**src/rtl/sv_uart_pkg.sv**
```systemverilog
// Shared types and helpers for the UART word engine and its byte cores.
package sv_uart_pkg;

   typedef enum logic [1:0] {IDLE, SEND, DRAIN} tx_state_t;

   localparam int WORD_WIDTH = 8;

   // Number of UART bytes that make up one host word.
   function automatic int words_num(input int data_width);
      return data_width / WORD_WIDTH;
   endfunction

   // Byte k of a word in transmission order; the word is right-aligned in 64 bits.
   function automatic logic [7:0] byte_sel(input logic [63:0] word, input int k,
                                           input bit msb_first, input int nbytes);
      int idx;
      idx = msb_first ? (nbytes - 1 - k) : k;
      return word[idx*WORD_WIDTH +: WORD_WIDTH];
   endfunction

   // A divider of zero behaves as one clock per bit.
   function automatic logic [15:0] div_eff(input logic [15:0] d);
      return (d == 16'd0) ? 16'd1 : d;
   endfunction

endpackage

```
**src/rtl/sv_uart_rx.sv**
```systemverilog
// UART byte receiver with an IN_PIPE-stage input synchroniser and mid-bit sampling.
module sv_uart_rx
   import sv_uart_pkg::*;
#(
   parameter int IN_PIPE = 5
) (
   input  logic        iclk,
   input  logic        irst,
   input  logic [15:0] idivider,
   input  logic        irx,
   output logic [7:0]  m_axis_tdata,
   output logic        m_axis_tvalid,
   input  logic        m_axis_tready
);
   logic [IN_PIPE-1:0] sync;
   logic               rx_s;
   logic               active;
   logic [3:0]         bit_idx;
   logic [15:0]        cnt;
   logic [15:0]        div;
   logic [15:0]        half;
   logic [15:0]        target;
   logic [7:0]         shift;

   assign rx_s   = sync[IN_PIPE-1];
   assign div    = div_eff(idivider);
   assign half   = div >> 1;
   // The start bit is sampled half a period in, every later bit one full period on.
   assign target = (bit_idx == 4'd0) ? ((half == 16'd0) ? 16'd0 : half - 16'd1)
                                     : div - 16'd1;

   // Synchronise the line, detect a start bit and shift in the frame.
   always_ff @(posedge iclk or posedge irst) begin
      if (irst) begin
         sync          <= '1;
         active        <= 1'b0;
         bit_idx       <= '0;
         cnt           <= '0;
         shift         <= '0;
         m_axis_tdata  <= '0;
         m_axis_tvalid <= 1'b0;
      end else begin
         sync <= IN_PIPE'({sync, irx});
         if (m_axis_tvalid && m_axis_tready) m_axis_tvalid <= 1'b0;
         if (!active) begin
            if (!rx_s) begin
               active  <= 1'b1;
               cnt     <= '0;
               bit_idx <= '0;
            end
         end else if (cnt == target) begin
            cnt <= '0;
            if (bit_idx == 4'd0) begin
               if (rx_s) active <= 1'b0;      // glitch, not a real start bit
               else      bit_idx <= 4'd1;
            end else if (bit_idx == 4'd9) begin
               active <= 1'b0;
               if (rx_s) begin
                  m_axis_tdata  <= shift;
                  m_axis_tvalid <= 1'b1;
               end
            end else begin
               shift   <= {rx_s, shift[7:1]};
               bit_idx <= bit_idx + 4'd1;
            end
         end else begin
            cnt <= cnt + 16'd1;
         end
      end
   end
endmodule

```
**src/rtl/sv_uart_tx.sv**
```systemverilog
// UART byte transmitter: start bit, 8 data bits LSB first, STOP_BITS stop bits.
// s_axis_tuser pulses in the last clock of the final stop bit.
module sv_uart_tx
   import sv_uart_pkg::*;
#(
   parameter int STOP_BITS = 1
) (
   input  logic        iclk,
   input  logic        irst,
   input  logic [15:0] idivider,
   input  logic [7:0]  s_axis_tdata,
   input  logic        s_axis_tvalid,
   output logic        s_axis_tready,
   output logic        s_axis_tuser,
   output logic        otx
);
   localparam int         NB       = 9 + STOP_BITS;
   localparam logic [3:0] LAST_BIT = 4'(NB - 1);

   logic          busy;
   logic [3:0]    bit_idx;
   logic [15:0]   cnt;
   logic [NB-1:0] frame;
   logic [15:0]   div;
   logic          bit_end;

   assign div           = div_eff(idivider);
   assign bit_end       = (cnt == div - 16'd1);
   assign s_axis_tready = ~busy;
   assign s_axis_tuser  = busy && bit_end && (bit_idx == LAST_BIT);
   assign otx           = busy ? frame[0] : 1'b1;

   // Load a frame on handshake, then shift one bit out per bit period.
   always_ff @(posedge iclk or posedge irst) begin
      if (irst) begin
         busy    <= 1'b0;
         bit_idx <= '0;
         cnt     <= '0;
         frame   <= '1;
      end else if (!busy) begin
         if (s_axis_tvalid) begin
            busy    <= 1'b1;
            bit_idx <= '0;
            cnt     <= '0;
            frame   <= {{STOP_BITS{1'b1}}, s_axis_tdata, 1'b0};
         end
      end else if (bit_end) begin
         cnt <= '0;
         if (bit_idx == LAST_BIT) begin
            busy <= 1'b0;
         end else begin
            bit_idx <= bit_idx + 4'd1;
            frame   <= {1'b1, frame[NB-1:1]};
         end
      end else begin
         cnt <= cnt + 16'd1;
      end
   end
endmodule

```
**src/rtl/sv_uart_word_asm.sv**
```systemverilog
// RX word assembler: collects bytes into a word, with inter-byte timeout and overflow drop.
module sv_uart_word_asm
   import sv_uart_pkg::*;
#(
   parameter int DATA_WIDTH   = 24,
   parameter int MSB_FIRST    = 1,
   parameter int TIMEOUT_BITS = 20
) (
   input  logic                  iclk,
   input  logic                  irst_n,
   input  logic [15:0]           idivider,
   input  logic [7:0]            byte_data,
   input  logic                  byte_valid,
   output logic [DATA_WIDTH-1:0] m_axis_tdata,
   output logic                  m_axis_tvalid,
   input  logic                  m_axis_tready,
   output logic                  otimeout,
   output logic                  ooverflow
);
   localparam int         WORDS_NUM = words_num(DATA_WIDTH);
   localparam logic [3:0] LAST_BYTE = 4'(WORDS_NUM - 1);
   localparam logic [7:0] TO_LAST   = 8'(TIMEOUT_BITS - 1);

   logic [DATA_WIDTH-1:0] word_reg;
   logic [DATA_WIDTH-1:0] word_next;
   logic [3:0]            byte_cnt;
   logic [7:0]            tick_cnt;
   logic [15:0]           pre_cnt;
   logic [15:0]           div;
   logic                  tick;

   assign div  = div_eff(idivider);
   assign tick = (pre_cnt == div - 16'd1);

   // Partial word with the incoming byte dropped into its slot.
   always_comb begin
      word_next = word_reg;
      for (int i = 0; i < WORDS_NUM; i++) begin
         if (byte_cnt == 4'(i))
            word_next[(MSB_FIRST != 0 ? (WORDS_NUM - 1 - i) : i) * 8 +: 8] = byte_data;
      end
   end

   // Byte collection, output handshake, bit-period prescaler and timeout.
   always_ff @(posedge iclk or negedge irst_n) begin
      if (!irst_n) begin
         word_reg      <= '0;
         byte_cnt      <= '0;
         tick_cnt      <= '0;
         pre_cnt       <= '0;
         m_axis_tdata  <= '0;
         m_axis_tvalid <= 1'b0;
         otimeout      <= 1'b0;
         ooverflow     <= 1'b0;
      end else begin
         otimeout  <= 1'b0;
         ooverflow <= 1'b0;
         pre_cnt   <= tick ? 16'd0 : pre_cnt + 16'd1;
         if (m_axis_tvalid && m_axis_tready) m_axis_tvalid <= 1'b0;
         if (byte_valid) begin
            // An arriving byte always wins over a coincident timeout.
            tick_cnt <= '0;
            if (byte_cnt == LAST_BYTE) begin
               byte_cnt <= '0;
               if (m_axis_tvalid && !m_axis_tready) begin
                  ooverflow <= 1'b1;
               end else begin
                  m_axis_tdata  <= word_next;
                  m_axis_tvalid <= 1'b1;
               end
            end else begin
               byte_cnt <= byte_cnt + 4'd1;
               word_reg <= word_next;
            end
         end else if (byte_cnt != 4'd0) begin
            if (tick) begin
               if (tick_cnt == TO_LAST) begin
                  tick_cnt <= '0;
                  byte_cnt <= '0;
                  otimeout <= 1'b1;
               end else begin
                  tick_cnt <= tick_cnt + 8'd1;
               end
            end
         end else begin
            tick_cnt <= '0;
         end
      end
   end
endmodule

```
**src/rtl/sv_uart_word_engine.sv**
```systemverilog
// AXI-Stream UART word engine: splits TX words into bytes and reassembles RX bytes.
// Optional internal loopback when SV_UART_WORD_ENGINE_LOOPBACK_EN is defined.
module sv_uart_word_engine
   import sv_uart_pkg::*;
#(
   parameter int DATA_WIDTH   = 24,
   parameter int MSB_FIRST    = 1,
   parameter int STOP_BITS    = 1,
   parameter int IN_PIPE      = 5,
   parameter int TIMEOUT_BITS = 20
) (
   input  logic                  iclk,
   input  logic                  irst_n,
   input  logic [DATA_WIDTH-1:0] s_axis_tdata,
   input  logic                  s_axis_tvalid,
   output logic                  s_axis_tready,
   output logic [DATA_WIDTH-1:0] m_axis_tdata,
   output logic                  m_axis_tvalid,
   input  logic                  m_axis_tready,
   input  logic [15:0]           idivider,
   output logic                  otx,
   input  logic                  irx,
   output logic                  otx_busy,
   output logic                  otimeout,
   output logic                  ooverflow
`ifdef SV_UART_WORD_ENGINE_LOOPBACK_EN
   ,
   input  logic                  iloopback
`endif
);
   localparam int         WORDS_NUM = words_num(DATA_WIDTH);
   localparam logic [3:0] LAST_BYTE = 4'(WORDS_NUM - 1);

   tx_state_t             state;
   logic [3:0]            byte_cnt;
   logic [DATA_WIDTH-1:0] word_reg;
   logic                  irst;
   logic [7:0]            core_tx_data;
   logic                  core_tx_valid;
   logic                  core_tx_ready;
   logic                  core_tx_last;
   logic                  tx_line;
   logic                  rx_line;
   logic                  otx_next;
   logic [7:0]            core_rx_data;
   logic                  core_rx_valid;

   assign irst          = ~irst_n;
   assign core_tx_data  = byte_sel(64'(word_reg), int'(byte_cnt), MSB_FIRST != 0, WORDS_NUM);
   assign core_tx_valid = (state == SEND);
   assign otx_busy      = (state != IDLE);

`ifdef SV_UART_WORD_ENGINE_LOOPBACK_EN
   assign rx_line  = iloopback ? tx_line : irx;
   assign otx_next = iloopback ? 1'b1 : tx_line;
`else
   assign rx_line  = irx;
   assign otx_next = tx_line;
`endif

   // TX word FSM with registered ready and serial output.
   always_ff @(posedge iclk or negedge irst_n) begin
      if (!irst_n) begin
         state         <= IDLE;
         byte_cnt      <= '0;
         word_reg      <= '0;
         s_axis_tready <= 1'b0;
         otx           <= 1'b1;
      end else begin
         otx <= otx_next;
         case (state)
            IDLE: begin
               if (s_axis_tvalid && s_axis_tready) begin
                  word_reg      <= s_axis_tdata;
                  byte_cnt      <= '0;
                  s_axis_tready <= 1'b0;
                  state         <= SEND;
               end else begin
                  s_axis_tready <= 1'b1;
               end
            end
            SEND: begin
               if (core_tx_ready) begin
                  if (byte_cnt == LAST_BYTE) state <= DRAIN;
                  else                       byte_cnt <= byte_cnt + 4'd1;
               end
            end
            DRAIN: begin
               if (core_tx_last) begin
                  state         <= IDLE;
                  s_axis_tready <= 1'b1;
               end
            end
            default: state <= IDLE;
         endcase
      end
   end

   sv_uart_tx #(.STOP_BITS(STOP_BITS)) u_tx (
      .iclk          (iclk),
      .irst          (irst),
      .idivider      (idivider),
      .s_axis_tdata  (core_tx_data),
      .s_axis_tvalid (core_tx_valid),
      .s_axis_tready (core_tx_ready),
      .s_axis_tuser  (core_tx_last),
      .otx           (tx_line)
   );

   sv_uart_rx #(.IN_PIPE(IN_PIPE)) u_rx (
      .iclk          (iclk),
      .irst          (irst),
      .idivider      (idivider),
      .irx           (rx_line),
      .m_axis_tdata  (core_rx_data),
      .m_axis_tvalid (core_rx_valid),
      .m_axis_tready (1'b1)
   );

   sv_uart_word_asm #(
      .DATA_WIDTH   (DATA_WIDTH),
      .MSB_FIRST    (MSB_FIRST),
      .TIMEOUT_BITS (TIMEOUT_BITS)
   ) u_asm (
      .iclk          (iclk),
      .irst_n        (irst_n),
      .idivider      (idivider),
      .byte_data     (core_rx_data),
      .byte_valid    (core_rx_valid),
      .m_axis_tdata  (m_axis_tdata),
      .m_axis_tvalid (m_axis_tvalid),
      .m_axis_tready (m_axis_tready),
      .otimeout      (otimeout),
      .ooverflow     (ooverflow)
   );
endmodule
```
**config.mk**
```make
export PLATFORM = sky130hd
export DESIGN_NAME = sv_uart_word_engine
export DESIGN_NICKNAME = d
export VERILOG_FILES = /design/src/rtl/sv_uart_pkg.sv /design/src/rtl/sv_uart_rx.sv /design/src/rtl/sv_uart_tx.sv /design/src/rtl/sv_uart_word_asm.sv /design/src/rtl/sv_uart_word_engine.sv
export SDC_FILE = /design/constraint.sdc
export NUM_CORES = 1
export LEC_CHECK = 0
export ABC_AREA = 0
export CORE_MARGIN = 2
export CORE_UTILIZATION = 35
export DETAILED_ROUTE_END_ITERATION = 10
export PLACE_DENSITY_LB_ADDON = 0.08
export SYNTH_ARGS = -nofsm -noshare
export SYNTH_HDL_FRONTEND = slang
export SYNTH_HIERARCHICAL = 1
export SYNTH_SLANG_ARGS = --single-unit
```
**constraint.sdc**
```tcl
create_clock -name iclk -period 6.36 [get_ports iclk]
set_input_delay 1.272 -clock iclk [delete_from_list [all_inputs] [get_ports iclk]]
set_output_delay 1.272 -clock iclk [all_outputs]
set_load 0.01 [all_outputs]
```
Word-level counts from Yosys, hierarchy flattened. Index checks and enable logic that the tools add are counted.

Output and inout port bits: 30. Bits of input ports: 45. Register bits after elaboration: 185. Logic and storage cells: 167.

Equality and inequality tests: 23. Add/subtract/negate cells: 11. Reductions and logical operators: 30. Shift operators: 1. Multiplexer cells: 74. Bitwise logic cells: 4.

Operators with widths (number): $mux W16 (10); $mux W4 (18); $shiftx A64 B8 Y8 (1); $mux W8 (7); $add A16 B1 Y16 const B (3); $eq A16 B16 Y1 (3); $mux W10 (4); $logic_not A16 Y1 (2); $mux W1 (28); $ne A2 B2 Y1 const B (9); $add A4 B1 Y4 const B (4); $reduce_and A4 Y1 (4); $sub A15 B1 Y16 const B (1); $sub A16 B1 Y16 const B (1); $reduce_bool A2 Y1 (7); $reduce_and A3 Y1 (3); $add A8 B1 Y8 const B (1); $eq A4 B2 Y1 const B (2); $eq A4 B4 Y1 const B (2); $eq A8 B5 Y1 const B (1); $logic_not A4 Y1 (2); $mux W2 (4); $pmux W4 S2 (1); $pmux W2 S3 (1); other kinds (15) (24).

Logic depth before layout (Yosys ltp). Gate-level depths: netlist of the first run.

Depth after elaboration: 8. Gate-level depth with buffers: 18. Depth with buffers taken out: 14.

Cells and area by module. Netlist of the first run, hierarchy kept.

Modules (own cells, without submodules): sv_uart_word_asm (seq. area each 1776.7 um^2, times used 1, cells an instance 381, area an instance 3853.7 um^2); sv_uart_rx (seq. area each 1082.3 um^2, times used 1, cells an instance 376, area an instance 3389.5 um^2); sv_uart_tx (seq. area each 762.0 um^2, times used 1, cells an instance 257, area an instance 2199.6 um^2); sv_uart_word_engine (seq. area each 802.0 um^2, times used 1, cells an instance 182, area an instance 1564.0 um^2).

Worst setup path after synthesis of the first run. No wires, ideal clock.

Path type: input port to flip-flop. From: in idivider[6]. To: reg u_rx.m_axis_tdata[0]. Data required time: 6235 ps. Arrival time: 5155 ps. Buffers on the path: 3. Stages: 17. Library setup time: 125 ps. Path slack: 1080 ps. Path through: buf_2 > or4_1 > buf_2 > nor4_4 > a31oi_4 > ha_1 > or3b_2 > clkbuf_1 > nor2_1 > xnor2_1 > o221a_2 > or2_2 > nor4b_1 > nand4_1 > nor3_4 > nand4_4 > mux2_4.

Word-level cells in the longest chain between the ends: 7. Elaborated cells on any way between the ends: 9. Classes of those cells: 2 x add/sub; 1 x eq/ne; 3 x mux; 3 x reduce/logical.

RTL lines: from (decl) (line sv_uart_word_engine.sv:20) `input logic [15:0] idivider,`; $logic_not A16 Y1 (line sv_uart_pkg.sv:23) `return (d == 16'd0) ? 16'd1 : d;`; $mux W16 (*) (line sv_uart_pkg.sv:23); $sub A15 B1 Y16 / $logic_not A16 Y1 (equally long branches) (line sv_uart_rx.sv:29) `assign target = (bit_idx == 4'd0) ? ((half == 16'd0) ? 16'd0 : half - 16'd1)`; $mux W16 (line sv_uart_rx.sv:29); $mux W16 (*) (line sv_uart_rx.sv:29); $eq A16 B16 Y1 (*) (line sv_uart_rx.sv:51) `end else if (cnt == target) begin`; $reduce_and A5 Y1 (no source line) (*); to (signal assigned) (line sv_uart_rx.sv:59) `m_axis_tdata <= shift;`; to (decl) (line sv_uart_rx.sv:11) `output logic [7:0] m_axis_tdata,`.

Mark *: on every way between the ends. The rest lies on a longest branch, timed or not. A chain may end at the register's enable or synchronous reset.

Worst setup path in the final report of the first run.
From: in idivider[6]. To: reg u_rx.m_axis_tdata[2].

Same word-level chain as after synthesis.

==> results of run 1 <==
[cell usage after synthesis, types with 9 or more instances]
master	count	area, um^2
buf_2	13	65.1
or3_1	12	75.1
nand3_1	51	255
a21oi_1	36	180
inv_1	39	146
nor2_1	103	387
xnor2_1	44	385
or4_1	13	97.6
and3_1	20	125
dfrtp_1	161	4030
nand4_1	25	156
ha_1	16	200
o211ai_1	10	75.1
a31oi_1	13	81.3
nand2b_1	14	87.6
nor3_1	21	105
or2_2	18	113
nor3b_1	9	67.6
mux2i_1	32	320
nand2_1	160	601
xor2_1	43	377
dfstp_2	15	394
clkbuf_1	31	116
mux2_2	28	315
o21ai_0	41	205
nor4_1	29	181
[metal layers]
metal	wire length (um)	vias to the layer above
li1	-	4432
met1	14100	4360
met2	12500	178
met3	1060	25
met4	370	0
met5	0	-
[final cells by class]
type / instances / area, um^2 / share of cell area, %
multi-input cells: 922 / 6180 / 48.2
well taps: 396 / 495 / 3.87
repair buffers: 108 / 993 / 7.76
clock inverters: 12 / 125 / 0.977
clock buffers: 19 / 443 / 3.46
flip-flops and latches: 176 / 4420 / 34.5
inverters: 40 / 150 / 1.17
[critical path, stage by stage]
cell,delay [ns]
clkdlybuf4s50_1,0.41
or4_1,0.67
nor4_4,0.26
a31oi_4,0.17
ha_1,0.25
or3b_2,0.29
nor2_1,0.08
xnor2_1,0.15
o221a_2,0.27
or2_2,0.27
nor4b_1,0.34
nand4_1,0.25
nor3_4,0.34
nand4_4,0.27
mux2_4,0.38
[how the worst max path moves through the flow]
stage	start	end	slack, ns	cells after the start
floorplan	idivider[6]	u_rx/m_axis_tdata[0]	1.08	17
global placement	idivider[6]	u_rx/m_axis_tdata[1]	0.61	15
detailed placement	idivider[6]	u_rx/m_axis_tdata[4]	0.61	15
CTS	idivider[6]	u_rx/m_axis_tdata[5]	1.07	15
global route	idivider[6]	u_rx/m_axis_tdata[2]	0.84	15
finish	idivider[6]	u_rx/m_axis_tdata[2]	0.99	15
[report_power, final]
| part | leakage [nW] | internal (mW) | total [mW] | switching, mW |
|---|---|---|---|---|
| combinational | 2.96 | 0.147 | 0.326 | 0.179 |
| sequential | 2.20 | 1.15 | 1.22 | 0.0654 |
| clock | 0.274 | 0.558 | 1.03 | 0.474 |
| total | 5.44 | 1.86 | 2.58 | 0.719 |
[cells by family (layout without fill, tap and decap cells)]
| logic type | count (synthesis) | after routing | share of synthesized area (%) |
|---|---|---|---|
| AND/OR/NAND/NOR | 537 | 537 | 26.0 |
| AO/OA/AOI/OAI | 205 | 205 | 13.4 |
| flip-flops | 176 | 176 | 40.2 |
| buffers and inverters | 98 | 179 | 4.00 |
| XOR/XNOR | 87 | 87 | 6.92 |
| multiplexers | 76 | 76 | 7.68 |
| adder cells (fa/ha/maj) | 16 | 16 | 1.82 |
| other | 1 | 1 | 0.0341 |
[stage by stage]
stage	util, %	cells	hold WS [ns]	setup WS [ns]	power [mW]
finish	41.6	1673	0.356	0.989	2.58
global route	41.6	1673	0.359	0.840	2.72
CTS	41.6	1673	0.357	1.07	2.62
detailed placement	39.8	1642	0.347	0.605	1.57
global placement	39.8	1642	0.346	0.606	1.57
floorplan	-	1196	0.345	1.08	1.44
==> flow_metrics.py, run 1 <==
metrics = {
    "routing": {
        "vias": 8995,
        "post_drt_wl_per_cell_um": 16.8,
        "drtPass1Iterations": 5,
        "wl_um": 28100,
        "ant_nets": 0,
        "vias_per_cell": 5.38,
        "drt_iter0_markers": 656,
        "remaining_drc_errors": 0,
    },
    "timing": {
        "final_max_slew_viol_count": 0,
        "max_slew_margin_pct": 37.9,
        "timing.final.crit_share_pct": 84.5,
        "rsz0062_at_grt": "false",
        "tns_ns": 0,
        "tightest_slew_ns": 0.931,
        "finalClockSkew_ns": 0.0101,
        "period_minus_slack_ns": 5.37,
        "hold_viol": 0,
        "fmax_mhz": 186,
        "setup_viol": 0,
    },
    "floorplan": {
        "ioPinCount": 75,
        "rows": 64,
        "die_w_um": 181,
        "dieArea_um2": 32900,
        "die_h_um": 181,
        "initial_core_util_pct": 35.8,
        "core_area_um2": 30700,
    },
    "placed_design": {
        "io_buffers": 74,
        "place_area_um2": 12200,
        "gp_congestion": 0.885,
        "dpl.hpwl_um": 19800,
    },
    "clocking": {
        "root_buffer": "clkbuf_16",
        "cts-resized-gates": 0,
        "cts_sinks": 176,
        "clockBufferDepth": 2,
        "htree_levels": 4,
        "post_cts_buffers": 0,
        "path_clk_slew_ns": 0.07,
        "cts_tree": "yes",
        "cts-hold-fix-buffers": 0,
        "cts_made_buffers": 17,
        "worstSkewPairLatency_ns": 0.43,
    },
    "grt": {
        "first_global_vias": 9039,
        "busiest_layer": "met2",
        "grt_pass1_wl_um": 47700,
        "met2_usage_pct": 27.7,
        "antenna_found_initial": 0,
        "grt-ovfl-total": 0,
        "met1_usage_pct": 25.4,
        "grt_max_degree": 71,
        "met3_usage_pct": 3.29,
        "grt_usage_pct": 17.8,
    },
    "worst_setup_path": {
        "reg2regPathDepth": 11,
        "critPathArrivalTime_ns": 5.69,
        "path_max_fanout": 9,
        "r2r_setup_slack_ns": 2.20,
        "r2r_end": "u_rx/m_axis_tdata[2]",
        "critPathLaunchType": "primary input",
        "critPathRequiredTime_ns": 6.68,
        "r2r_start": "u_rx/bit_idx[0]",
        "critical_path_class": "in2reg",
        "end_kind": "register",
    },
    "layout": {
        "stdcell_area_um2": 12800,
        "nets": 1326,
        "most-common-layout-cells": "dfrtp_1 (161), nand2_1 (160), nor2_1 (103)",
        "antenna_cells": 0,
        "nFillCells": 3150,
        "area_delta_synth_final_pct": 16.3,
        "layout_commonest_cell": "dfrtp_1",
        "drive_gt1_share_pct": 14.5,
    },
    "min_path": {
        "min-delay-start": "u_rx/sync[1]",
        "whs_endpoint": "u_rx/sync[2]",
        "hp-class": "reg2reg",
        "hold_depth": 0,
    },
    "logic_synthesis": {
        "ys.flop_type": "dfrtp_1",
        "async_flop_share_pct": 100,
        "postSynthCellCount": 1196,
        "synth_edf_count": 0,
        "ys_ff_latch": 176,
        "syn_area_per_cell_um2": 9.20,
        "syn_area_um2": 11000,
        "yosysSeqAreaShare_pct": 40.2,
        "synth_nets": 1257,
        "yosys_warnings": 6,
        "ys_types": 99,
    },
    "power_and_ir_drop": {
        "p_leak_nw": 5.44,
        "powerDensity_nw_per_um2": 201,
        "ir_worst_vdd_mv": 0.166,
    },
    "outcome": {
        "status": "finished clean",
    },
    "flow_run": {
        "maxCapViolCount": 0,
    },
}
No activity file was read; power rests on OpenSTA's default activity.
==> run 2, diff against run 1 <==
- clock period: 6.36 -> 4.7 ns (I/O delays scaled with it)
==> run 2 against run 1 <==
Count of clock-buffer cells in the layout decreased by 2. First-iteration DRC count decreased by 2.0%. Non-clock buffer count is 66 higher. Largest cell class unchanged.
==> flow_metrics.py, run 2 (same netlist as run 1, synthesis figures left out) <==
metrics = {
    "grt": {
        "grt-ovfl-total": 0,
        "antenna_found_initial": 0,
        "grt_usage_pct": 18.5,
        "grt_max_degree": 62,
        "first_global_vias": 9185,
        "grt_pass1_wl_um": 49100,
    },
    "worst_setup_path": {
        "r2r_setup_slack_ns": 0.78,
        "end_kind": "register",
        "critPathLaunch": "idivider[9]",
        "reg2regPathDepth": 13,
        "path_max_fanout": 5,
        "critPathArrivalTime_ns": 4.93,
        "critPathLaunchType": "primary input",
        "r2r_end": "u_rx/m_axis_tdata[6]",
        "critical_path_class": "in2reg",
        "critPathRequiredTime_ns": 5.03,
        "cp-endpoint": "u_rx/m_axis_tdata[6]",
        "r2r_start": "u_rx/bit_idx[0]",
    },
    "routing": {
        "vias_per_cell": 5.31,
        "vias": 9244,
        "ant_nets": 0,
        "drtPass1Iterations": 5,
        "wl_um": 29400,
        "drt_iter0_markers": 643,
        "post_drt_wl_per_cell_um": 16.9,
        "remaining_drc_errors": 0,
    },
    "floorplan": {
        "die_w_um": 181,
        "ioPinCount": 75,
        "core_area_um2": 30700,
        "dieArea_um2": 32900,
        "rows": 64,
        "initial_core_util_pct": 35.8,
        "die_h_um": 181,
    },
    "power_and_ir_drop": {
        "pwr-share-comb_pct": 13.2,
        "p_leak_nw": 5.84,
        "power.share.clock_pct": 40.9,
        "p_sw_mw": 1.05,
        "ir_worst_vdd_mv": 0.246,
        "p_seq_share_pct": 45.9,
        "power_switching_share_pct": 29.2,
        "powerDensity_nw_per_um2": 268,
        "p_int_mw": 2.55,
    },
    "timing": {
        "period_minus_slack_ns": 4.60,
        "tightest_slew_ns": 1.07,
        "hold_viol": 0,
        "finalClockSkew_ns": 0.00968,
        "max_slew_margin_pct": 28.5,
        "fmax_mhz": 217,
        "setup_viol": 0,
        "timing.final.crit_share_pct": 97.9,
        "final_max_slew_viol_count": 0,
    },
    "layout": {
        "stdcell_area_um2": 13500,
        "nFillCells": 3080,
        "antenna_cells": 0,
        "area_delta_synth_final_pct": 22.4,
        "fin_cells": 1741,
        "most-common-layout-cells": "dfrtp_1 (161), nand2_1 (160), nor2_1 (103)",
        "layout_commonest_cell": "dfrtp_1",
        "nets": 1393,
        "drive_gt1_share_pct": 19.9,
        "fin_util_pct": 43.8,
    },
    "placed_design": {
        "io_buffers": 74,
        "numPlacedInstances": 1705,
        "dpl.hpwl_um": 20500,
        "place_area_um2": 12800,
        "gp_congestion": 0.864,
    },
    "clocking": {
        "worstSkewPairLatency_ns": 0.44,
        "path_clk_slew_ns": 0.07,
        "cts_tree": "yes",
        "cts_made_buffers": 17,
        "htree_levels": 4,
        "cts_sinks": 176,
        "root_buffer": "clkbuf_16",
        "clockBufferDepth": 2,
    },
    "min_path": {
        "hp-class": "reg2reg",
    },
    "flow_run": {
        "maxCapViolCount": 0,
    },
    "outcome": {
        "status": "finished clean",
    },
}
==> run 2: cell types whose count changed in the layout (fill, tap and decap cells not counted), sizes merged <==
cell           delta
inv               +2
buf              +66
clkdlybuf4s50     -2
clkinv            +1
dlymetal6s2s      +2
clkbuf            -2
nand4             +1
==> run 2: power by group through the flow <==
stage	sequential (mW)	combinational [mW]	clock (mW)
after floorplan	1.64	0.310	0
after global placement	1.68	0.465	0
after detailed placement	1.68	0.470	0
after CTS	1.65	0.473	1.54
after global routing	1.67	0.530	1.59
final	1.65	0.478	1.47
==> run 2: worst min-delay path by stage <==
stage | start | depth (start not counted) | to | slack [ns]
final | u_rx/sync[2] | 0 | u_rx/sync[3] | 0.35
after global routing | u_rx/sync[2] | 0 | u_rx/sync[3] | 0.35
after CTS | u_rx/sync[2] | 0 | u_rx/sync[3] | 0.35
after detailed placement | u_rx/sync[1] | 0 | u_rx/sync[2] | 0.35
after global placement | u_rx/sync[0] | 0 | u_rx/sync[1] | 0.35
after floorplan | u_rx/sync[0] | 0 | u_rx/sync[1] | 0.35
==> run 2: critical path, stage by stage <==
cell and delay, ns:
clkdlybuf4s50_1 0.44, or4_4 0.57, nor4_4 0.29, a31oi_4 0.15, ha_4 0.19, or3b_2 0.20
nor2_1 0.06, xnor2_1 0.14, o221a_2 0.24, or2_4 0.23, nor4b_2 0.26, nand4_1 0.24
nor3_4 0.32, buf_6 0.15, nand4_4 0.14, mux2_4 0.37
==> run 2: final cells by class <==
cell class	instances	area (um^2)	area share [%]
Timing Repair Buffer	174	1510	11.2
Clock buffer	17	425	3.16
Sequential cell	176	4420	32.8
Inverter	40	150	1.11
Tap cell	396	495	3.68
Clock inverter	15	188	1.39
Multi-Input combinational cell	923	6280	46.6
==> run 2: what timing repair did <==
item	in CTS	in global routing
cloned	0	1
hold buffers	0	0
resized for setup	0	12
setup buffers	0	3
pin swaps	2	10
endpoints found under the setup margin	11	18
==> run 2: per-layer routing <==
metal | up-vias | track usage (%) | wire (um)
li1 | 4584 | - | -
met1 | 4470 | 26.7 | 15100
met2 | 169 | 28.8 | 13000
met3 | 21 | 2.90 | 965
met4 | 0 | 4.98 | 305
met5 | - | 0 | 0
==> run 2: per-stage QoR <==
stage / power, mW / TNS (ns) / setup WS [ns] / hold WS, ns
finish: 3.61 / 0 / 0.0980 / 0.349
global route: 3.79 / -0.00844 / -0.00660 / 0.355
CTS: 3.67 / 0 / 0.0270 / 0.353
detailed placement: 2.15 / -11.13 / -0.504 / 0.347
global placement: 2.15 / -8.90 / -0.435 / 0.346
floorplan: 1.95 / -2.99 / -0.193 / 0.345
==> run 3, diff against run 2 <==
- SLEW_MARGIN: not set -> 10
==> results of run 3 <==
Same layout as run 2: the final DEF is identical, and so are final timing and power.
